### src/rtl/sevga_pkg.sv
// Shared definitions for the Mac SE video pixel path: controller state
// encoding and line geometry constants.
package sevga_pkg;

  typedef enum logic [1:0] {
    IDLE   = 2'd0,
    PRIME  = 2'd1,
    ACTIVE = 2'd2
  } shctl_state_t;

  localparam int PIX_PER_BYTE   = 8;
  localparam int LINE_BYTES_DEF = 64;
  localparam int ADDR_W_DEF     = 15;

endpackage

### src/rtl/byte_fifo2.sv
// Two-entry 8-bit prefetch FIFO with flush. Head is visible combinationally;
// a simultaneous push and pop keeps the count and advances the head.
module byte_fifo2 (
  input  logic       clk,
  input  logic       nReset,
  input  logic       push,
  input  logic       pop,
  input  logic       flush,
  input  logic [7:0] din,
  output logic [1:0] count,
  output logic [7:0] head
);

  logic [7:0] mem [2];
  logic       rd_ptr;
  logic       wr_ptr;
  logic       do_push;
  logic       do_pop;

  // Pop only a non-empty FIFO; push into a full FIFO only when a pop frees a slot.
  always_comb begin
    do_pop  = pop && (count != 2'd0);
    do_push = push && ((count != 2'd2) || do_pop);
  end

  // Storage, pointers and occupancy; flush empties the FIFO and wins over push/pop.
  always_ff @(posedge clk or negedge nReset) begin
    if (!nReset) begin
      mem[0] <= 8'h00;
      mem[1] <= 8'h00;
      rd_ptr <= 1'b0;
      wr_ptr <= 1'b0;
      count  <= 2'd0;
    end else if (flush) begin
      rd_ptr <= 1'b0;
      wr_ptr <= 1'b0;
      count  <= 2'd0;
    end else begin
      if (do_push) begin
        mem[wr_ptr] <= din;
        wr_ptr      <= ~wr_ptr;
      end
      if (do_pop) begin
        rd_ptr <= ~rd_ptr;
      end
      count <= count + {1'b0, do_push} - {1'b0, do_pop};
    end
  end

  assign head = mem[rd_ptr];

endmodule

### src/rtl/pixel_shift_ctrl.sv
// Scanline sequencer for the piso8 pixel shifter (1bpp Mac SE video).
// Fetches LINE_BYTES bytes over a req/ack port into a 2-entry prefetch FIFO
// and issues a shifter load every 8th enabled pixel.
// Optional build macro SEVGA_UNDERRUN_CNT_EN adds a saturating underrun counter.
//
// Fetch handshake: a byte moves in any cycle with fetchReq=1 and fetchAck=1.
// fetchAddr is stable while fetchReq waits for ack; fetchReq only drops
// without ack when the line is aborted (restart, reset, or line end).
module pixel_shift_ctrl
  import sevga_pkg::*;
#(
  parameter int LINE_BYTES = LINE_BYTES_DEF,
  parameter int ADDR_W     = ADDR_W_DEF
) (
  input  logic              clk,
  input  logic              nReset,
  input  logic              lineStart,
  input  logic [ADDR_W-1:0] lineBase,
  input  logic              pixEn,
  output logic              fetchReq,
  output logic [ADDR_W-1:0] fetchAddr,
  input  logic              fetchAck,
  input  logic [7:0]        fetchData,
  output logic              shLoad,
  output logic [7:0]        shData,
  output logic              active,
  output logic              lineDone,
  output logic              underrun,
`ifdef SEVGA_UNDERRUN_CNT_EN
  output logic [7:0]        underrunCnt,
`endif
  input  logic              clrErr,
  output shctl_state_t      dbg_state
);

  localparam logic [7:0] LB = 8'(LINE_BYTES);

  shctl_state_t      state;
  shctl_state_t      state_n;
  logic [ADDR_W-1:0] base;
  logic [7:0]        fetch_idx;
  logic [7:0]        load_idx;
  logic [2:0]        pix_cnt;
  logic [1:0]        fifo_count;
  logic [7:0]        fifo_head;
  logic              fifo_empty;
  logic              xfer;
  logic              load;
  logic              pop;
  logic              ur_set;
  logic              line_end;

  byte_fifo2 u_fifo (
    .clk    (clk),
    .nReset (nReset),
    .push   (xfer),
    .pop    (pop),
    .flush  (lineStart),
    .din    (fetchData),
    .count  (fifo_count),
    .head   (fifo_head)
  );

  // State register.
  always_ff @(posedge clk or negedge nReset) begin
    if (!nReset) begin
      state <= IDLE;
    end else begin
      state <= state_n;
    end
  end

  // Next state plus the combinational fetch/load strobes; lineStart always restarts.
  always_comb begin
    state_n    = state;
    fifo_empty = (fifo_count == 2'd0);
    fetchReq   = 1'b0;
    load       = 1'b0;
    line_end   = 1'b0;
    if (state != IDLE && !lineStart && fetch_idx < LB && fifo_count != 2'd2) begin
      fetchReq = 1'b1;
    end
    if (state == ACTIVE && pixEn) begin
      load     = (pix_cnt == 3'd0);
      line_end = (pix_cnt == 3'(PIX_PER_BYTE - 1)) && (load_idx == LB);
    end
    case (state)
      IDLE:    state_n = IDLE;
      PRIME:   if (fifo_count == 2'd2 || fetch_idx == LB) state_n = ACTIVE;
      ACTIVE:  if (line_end) state_n = IDLE;
      default: state_n = IDLE;
    endcase
    if (lineStart) begin
      state_n = PRIME;
    end
  end

  assign xfer      = fetchReq && fetchAck;
  assign pop       = load && !fifo_empty;
  assign ur_set    = load && fifo_empty;
  assign shLoad    = load;
  assign shData    = pop ? fifo_head : 8'h00;
  assign active    = (state != IDLE);
  assign fetchAddr = (state == IDLE) ? '0 : base + ADDR_W'(fetch_idx);
  assign dbg_state = state;

  // Line base, fetch/load indices and the pixel-within-byte counter.
  always_ff @(posedge clk or negedge nReset) begin
    if (!nReset) begin
      base      <= '0;
      fetch_idx <= 8'd0;
      load_idx  <= 8'd0;
      pix_cnt   <= 3'd0;
    end else if (lineStart) begin
      base      <= lineBase;
      fetch_idx <= 8'd0;
      load_idx  <= 8'd0;
      pix_cnt   <= 3'd0;
    end else begin
      if (xfer) begin
        fetch_idx <= fetch_idx + 8'd1;
      end
      if (state == ACTIVE && pixEn) begin
        pix_cnt <= pix_cnt + 3'd1;
      end
      if (load) begin
        load_idx <= load_idx + 8'd1;
      end
    end
  end

  // End-of-line pulse (suppressed by a coincident restart) and sticky underrun flag.
  always_ff @(posedge clk or negedge nReset) begin
    if (!nReset) begin
      lineDone <= 1'b0;
      underrun <= 1'b0;
    end else begin
      lineDone <= line_end && !lineStart;
      if (ur_set) begin
        underrun <= 1'b1;
      end else if (clrErr) begin
        underrun <= 1'b0;
      end
    end
  end

`ifdef SEVGA_UNDERRUN_CNT_EN
  // Saturating underrun counter; a coincident clear and underrun leaves it at 1.
  always_ff @(posedge clk or negedge nReset) begin
    if (!nReset) begin
      underrunCnt <= 8'h00;
    end else if (ur_set) begin
      if (clrErr) begin
        underrunCnt <= 8'h01;
      end else if (underrunCnt != 8'hFF) begin
        underrunCnt <= underrunCnt + 8'h01;
      end
    end else if (clrErr) begin
      underrunCnt <= 8'h00;
    end
  end
`endif

endmodule

### config.mk
export PLATFORM = sky130hd
export DESIGN_NAME = pixel_shift_ctrl
export DESIGN_NICKNAME = d
export VERILOG_FILES = /design/src/rtl/sevga_pkg.sv /design/src/rtl/byte_fifo2.sv /design/src/rtl/pixel_shift_ctrl.sv
export SDC_FILE = /design/constraint.sdc
export NUM_CORES = 1
export LEC_CHECK = 0
export BUFFER_PORTS_ARGS = -buffer_cell sky130_fd_sc_hd__buf_4
export CORE_ASPECT_RATIO = 0.8
export CORE_MARGIN = 5
export CORE_UTILIZATION = 50
export CTS_CLUSTER_DIAMETER = 50
export DETAILED_ROUTE_END_ITERATION = 10
export GPL_TIMING_DRIVEN = 0
export PLACE_DENSITY = 0.77
export REMOVE_ABC_BUFFERS = 1
export SLEW_MARGIN = 20
export SYNTH_ARGS = -nofsm -noshare
export SYNTH_HDL_FRONTEND = slang
export SYNTH_HIERARCHICAL = 1
export SYNTH_SLANG_ARGS = --single-unit
export TNS_END_PERCENT = 5
### constraint.sdc
create_clock -name clk -period 3.8 [get_ports clk]
set_input_delay 0.57 -clock clk [delete_from_list [all_inputs] [get_ports clk]]
set_output_delay 0.57 -clock clk [all_outputs]
set_load 0.01 [all_outputs]
==> flow_summary.toml, run 1 <==
[run_status]
status = "complete, no violations"

[yosys]
synthesis.area_um2 = 3400
synth_ff_type = "dfrtp_1"
ys_top_cells_by_area = "dfrtp_1 (43%), mux2_2 (10%), ha_1 (6.2%)"
avgSynthCellArea_um2 = 10.6
yosysUniqueCellTypes = 57
synthMuxAreaShare_pct = 15.5
synth-compound-area-share_pct = 10.7
synth_top_family_by_area = "simple AND/OR/NAND/NOR gates"
ys_ff_latch = 58
synth_simple_gate_area_share_pct = 17.3
synth-xor-area-share_pct = 3.09
yosysTopAreaCell = "dfrtp_1"
ys_seq_area_share_pct = 42.6
synthAdderAreaFrac_pct = 6.84
yosys_warnings = 6
synth_edf_count = 0
yosysTopAreaCellShare_pct = 42.6
synth_cells = 320
async_flop_share_pct = 100

[pwr]
irDropWorstVdd_mv = 0.222
p_seq_share_pct = 44.0
power.total_mw = 1.68
power_leakage_nw = 1.93
p_clk_share_pct = 37.9
combPwrFrac_pct = 18.1
power_switching_uw = 432
power_density_nw_per_um2 = 408
intPower_mw = 1.25
switching_share_pct = 25.7

[clock_tree]
cts_tree = "done"
cts.repair.resized = 0
cts_buffers = 9
clkSlewWorstSetupHoldPaths_ns = 0.07
clk_path_buf_depth = 2
cts-htree-levels = 3
ctsHoldBuffers = 0
cts_root_buffer = "clkbuf_8"
cts.sinks = 58
cts_setup_buffers = 0
worstSkewPairLatency_ns = 0.34

[global_routing]
antenna_found_initial = 0
overflow = 0
grt_pass1_wl_um = 12400
grt.total_usage_pct = 18.0
grt_pass1_vias = 2614
grt_max_degree = 59

[critical_path]
cpPeakStageDelay_ns = 0.59
path_class = "flop to output pin"
r2r.worst_path.cells = 6
rr_startpoint = "dbg_state[0]"
cp-start-kind = "flop"
r2r_setup_slack_ns = 0.78
crit_arrival_ns = 2.80
worstPathCellList = "ha_1, fa_1, a21o_1, a221oi_1, a211oi_1, mux2i_1, buf_4"
cp-startpoint = "fetch_idx[0]"
critical_path.max_fanout = 5
crit_end = "fetchAddr[10]"
crit_required_ns = 3.23
r2r-end = "u_fifo/mem[0]"
slowest_stage = "a221oi_1"
end_kind = "output pin"

[timing]
tightestPinTransition_ns = 0.735
clock_skew_ns = 0.00608
setup_viol = 0
timing.fmax_mhz = 297
maxSlewViolCount = 0
slew_headroom_pct = 51.0
period_needed_ns = 3.37
finalHoldViolations = 0
rsz0062_at_grt = "false"
timing.final.crit_share_pct = 88.7
final.setup.tns_ns = 0

[place]
io_buffer_count = 58
dp_hpwl_um = 5090
place.gp.congestion = 0.795

[routing]
drt_iter0_drc = 133
final_antenna_net_count = 0
wl_um = 7180
dr.pass1.iters = 4
via_per_inst = 5.52
drc_errors = 0
wl_per_cell_um = 15.3
vias = 2591

[floorplan]
die-area_um2 = 8570
row_count = 26
chipWidth_um = 102
start_util_pct = 52.3
die_height_um = 83.8
core_um2 = 6510
num_io_pins = 59

[finish]
nNetsFinal = 427
fillCellCount = 555
area_growth_pct = 20.7
drive_above_1_share_pct = 31.9
insertedDiodeCount = 0

[min_path]
hold_class = "input pin to async pin"

[job]
maxCapViolCount = 0
[cell type report]
class                   count  area (µm²)  area share [%]
multi-input cells         233        1820            44.3
repair buffers             58         435            10.6
clock inverters             5        77.6            1.89
well taps                  84         105            2.56
inverters                  20        75.1            1.83
flip-flops and latches     58        1450            35.3
clock buffers              11         141            3.44
[placed cells by master (no fill, tap or decap), types with 3 or more instances in the layout]
cell type,n
buf_4,58
nand2_1,19
nor2b_1,4
a21oi_1,18
xor2_1,5
nor2_1,25
nand3_1,9
inv_1,20
dfrtp_1,58
mux2i_1,6
ha_1,17
clkbuf_8,10
o21ai_0,10
and2_1,11
or2b_1,3
a211oi_1,4
or4_1,5
a21o_1,4
o31ai_1,5
xnor2_1,7
mux2_4,8
mux2_2,31
[worst max-delay path, delay by kind of cell (launching register included)]
family	cells	cell delay, ns
compound gates	3	1.01
fa+ha+maj	2	0.67
flops	1	0.44
mux	1	0.19
buf+inv	1	0.14
[kinds of logic after synthesis]
kind of cell    Yosys count
buf+inv                  29
simple gates            103
mux                      45
xor+xnor                 12
fa+ha+maj                18
flops                    58
compound gates           55
[metal layers]
metal / global-route usage [%] / wire length, µm
met1: 25.7 / 3490
met2: 26.8 / 3270
met3: 5.35 / 362
met4: 3.93 / 53
met5: 0 / 0
[power groups by stage]
stage	registers [mW]	clock network (mW)	logic (mW)
6_report	0.738	0.635	0.304
5_1_grt	0.748	0.673	0.336
4_1_cts	0.738	0.648	0.309
3_5_place_dp	0.747	0	0.309
3_3_place_gp	0.742	0	0.298
2_1_floorplan	0.733	0	0.190
[worst min path at each step]
stage / end / slack [ns] / depth (start not counted)
3_3_place_gp: u_fifo/mem[12] / 0.48 / 1
3_5_place_dp: u_fifo/mem[1] / 0.49 / 1
4_1_cts: base[0] / 0.31 / 1
5_1_grt: base[0] / 0.35 / 1
2_1_floorplan: base[0] / 0.27 / 0
6_report: base[3] / 0.27 / 1
[registers in the layout (all words and copies together) (netlist names)]
register / flops
u_fifo/rd_ptr: 1
dbg_state: 2
load_idx: 8
lineDone: 1
base: 15
underrun: 1
u_fifo/count: 2
u_fifo/mem: 16
pix_cnt: 3
u_fifo/wr_ptr: 1
fetch_idx: 8
[stage by stage]
stage / hold WS (ns) / cell area (µm²) / util [%] / setup WS, ns / instances
floorplan: 0.274 / 3350 / - / 1.14 / 311
global placement: 0.483 / 3890 / 59.8 / 0.671 / 453
detailed placement: 0.488 / 3890 / 59.8 / 0.612 / 453
CTS: 0.312 / 4110 / 63.1 / 0.423 / 469
global route: 0.347 / 4110 / 63.1 / 0.249 / 469
finish: 0.272 / 4110 / 63.1 / 0.431 / 469
[synthesized netlist by cell type (all sizes together) (6+ instances only)]
| cell | instances |
|---|---|
| mux2i | 6 |
| mux2 | 39 |
| a21oi | 18 |
| inv | 20 |
| and2 | 11 |
| dfrtp | 58 |
| ha | 17 |
| nand2 | 19 |
| xnor2 | 7 |
| o21ai | 10 |
| nor2 | 26 |
| nand3 | 10 |
No activity file was read; power rests on OpenSTA's default activity.
==> run 2, diff against run 1 <==
--- a/config.mk
+++ b/config.mk
@@ -13,7 +13,6 @@
 export DETAILED_ROUTE_END_ITERATION = 10
 export GPL_TIMING_DRIVEN = 0
 export PLACE_DENSITY = 0.77
-export REMOVE_ABC_BUFFERS = 1
 export SLEW_MARGIN = 20
 export SYNTH_ARGS = -nofsm -noshare
 export SYNTH_HDL_FRONTEND = slang
==> constraint.sdc (replaced) <==
create_clock -name clk -period 3.7 [get_ports clk]
set_input_delay 0.555 -clock clk [delete_from_list [all_inputs] [get_ports clk]]
set_output_delay 0.555 -clock clk [all_outputs]
set_load 0.01 [all_outputs]
==> run 2 against run 1 <==
Against the previous run:
- flip-flop and latch count unchanged
- setup slack got worse by 0.047 ns
- sequential power increased by 3%
- power decreased by 0.13%
- cell count increased by 1.9%
- non-clock buffer count increased by 9
- count of clock-buffer cells in the layout unchanged
- global-route usage increased by 0.082 points
- combinational power increased by 5%
- hold slack got worse by 0.0017 ns
- largest cell class unchanged
- largest power group unchanged
==> flow_summary.toml, run 2 (same netlist as run 1, synthesis figures left out) <==
[timing]
timing.final.crit_share_pct = 89.6
finalHoldViolations = 0
tightestPinTransition_ns = 0.734
maxSlewViolCount = 0
setup_ws_ns = 0.384
setup_viol = 0
final.setup.tns_ns = 0
rsz0062_at_grt = "false"
timing.hold.ws_ns = 0.270
clock_skew_ns = 0.00452
timing.fmax_mhz = 302
period_needed_ns = 3.32
slew_headroom_pct = 51.1

[global_routing]
overflow = 0
grt.total_usage_pct = 18.1
grt_max_degree = 59
grt_pass1_vias = 2662
antenna_found_initial = 0
grt_pass1_wl_um = 12300

[routing]
vias = 2663
wl_um = 7400
drt_iter0_drc = 136
wl_per_cell_um = 15.5
via_per_inst = 5.57
dr.pass1.iters = 4
final_antenna_net_count = 0
drc_errors = 0

[place]
place.gp.congestion = 0.877
placed_cells = 462
pre_cts_slack_ns = 0.729
dp_hpwl_um = 5310
io_buffer_count = 58

[critical_path]
r2r-end = "u_fifo/count[0]"
end_kind = "output pin"
rr_startpoint = "pix_cnt[0]"
path_class = "flop to output pin"
crit_arrival_ns = 2.76
cp-start-kind = "flop"
crit_required_ns = 3.14
critical_path.max_fanout = 5
r2r.worst_path.cells = 11
r2r_setup_slack_ns = 0.96

[clock_tree]
worstSkewPairLatency_ns = 0.34
cts_root_buffer = "clkbuf_8"
cts_buffers = 9
cts_tree = "done"
ctsHoldBuffers = 0
cts-htree-levels = 3
cts.repair.resized = 0
clk_path_buf_depth = 2
cts.sinks = 58
clkSlewWorstSetupHoldPaths_ns = 0.06
cts_setup_buffers = 0

[job]
maxCapViolCount = 0

[finish]
final_util_pct = 63.8
nNetsFinal = 436
final_cell_mix = "buf_4 (60), dfrtp_1 (58), mux2_2 (31)"
layout_commonest_cell = "buf_4"
instances_no_fill = 478
drive_above_1_share_pct = 32.5
insertedDiodeCount = 0
area_growth_pct = 21.9
top_register = "u_fifo/mem"
top_regs = "u_fifo/mem x16, base x15"
largest_reg_flops = 16

[min_path]
hold_class = "input pin to async pin"

[run_status]
status = "complete, no violations"

[floorplan]
start_util_pct = 52.3
chipWidth_um = 102
die_height_um = 83.8
row_count = 26
die-area_um2 = 8570
num_io_pins = 59
core_um2 = 6510

[pwr]
power_leakage_nw = 1.95
power_density_nw_per_um2 = 404
irDropWorstVdd_mv = 0.273

[yosys]
syn_nets = 367
run 2: through the flow:
stage,total power [mW],area [µm²]
after global routing,1.76,4150
after global placement,1.07,3950
after floorplan,0.958,3400
final,1.67,4150
after CTS,1.70,4150
after detailed placement,1.09,3950
run 2: final cells by class:
cell class	count	area (µm²)
clock inverters	5	52.6
flip-flops and latches	58	1450
clock buffers	11	151
plain buffers	9	56.3
multi-input cells	233	1820
inverters	20	75.1
fillers	536	2360
well taps	84	105
repair buffers	58	435
run 2: worst max path at each step:
stage	cells past startpoint	endpoint	slack [ns]	from
2_1_floorplan	6	fetchAddr[8]	1.05	fetch_idx[0]
3_3_place_gp	7	fetchAddr[12]	0.76	fetch_idx[0]
3_5_place_dp	7	fetchAddr[8]	0.73	fetch_idx[0]
4_1_cts	7	fetchAddr[12]	0.34	fetch_idx[0]
5_1_grt	7	fetchAddr[8]	0.16	fetch_idx[0]
6_report	7	fetchAddr[10]	0.38	fetch_idx[0]
run 2: where the power goes:
part | switching (mW) | internal (mW)
Sequential | 0.0492 | 0.708
Clock | 0.255 | 0.344
Combinational | 0.138 | 0.180
run 2: worst max-delay path: stages (launching register included):
cell and delay, ns:
dfrtp_1 0.43, ha_1 0.24, fa_1 0.42, a21o_1 0.23, a221oi_1 0.58, a211oi_1 0.20, mux2i_1 0.19, buf_4 0.14
run 2: metal layers:
metal / global-route usage, % / up-vias / part of all wire [%]
li1: - / 1287 / -
met1: 24.5 / 1307 / 46
met2: 28.3 / 62 / 48
met3: 5.01 / 7 / 5.0
met4: 5.01 / 0 / 0.66
met5: 0 / - / 0
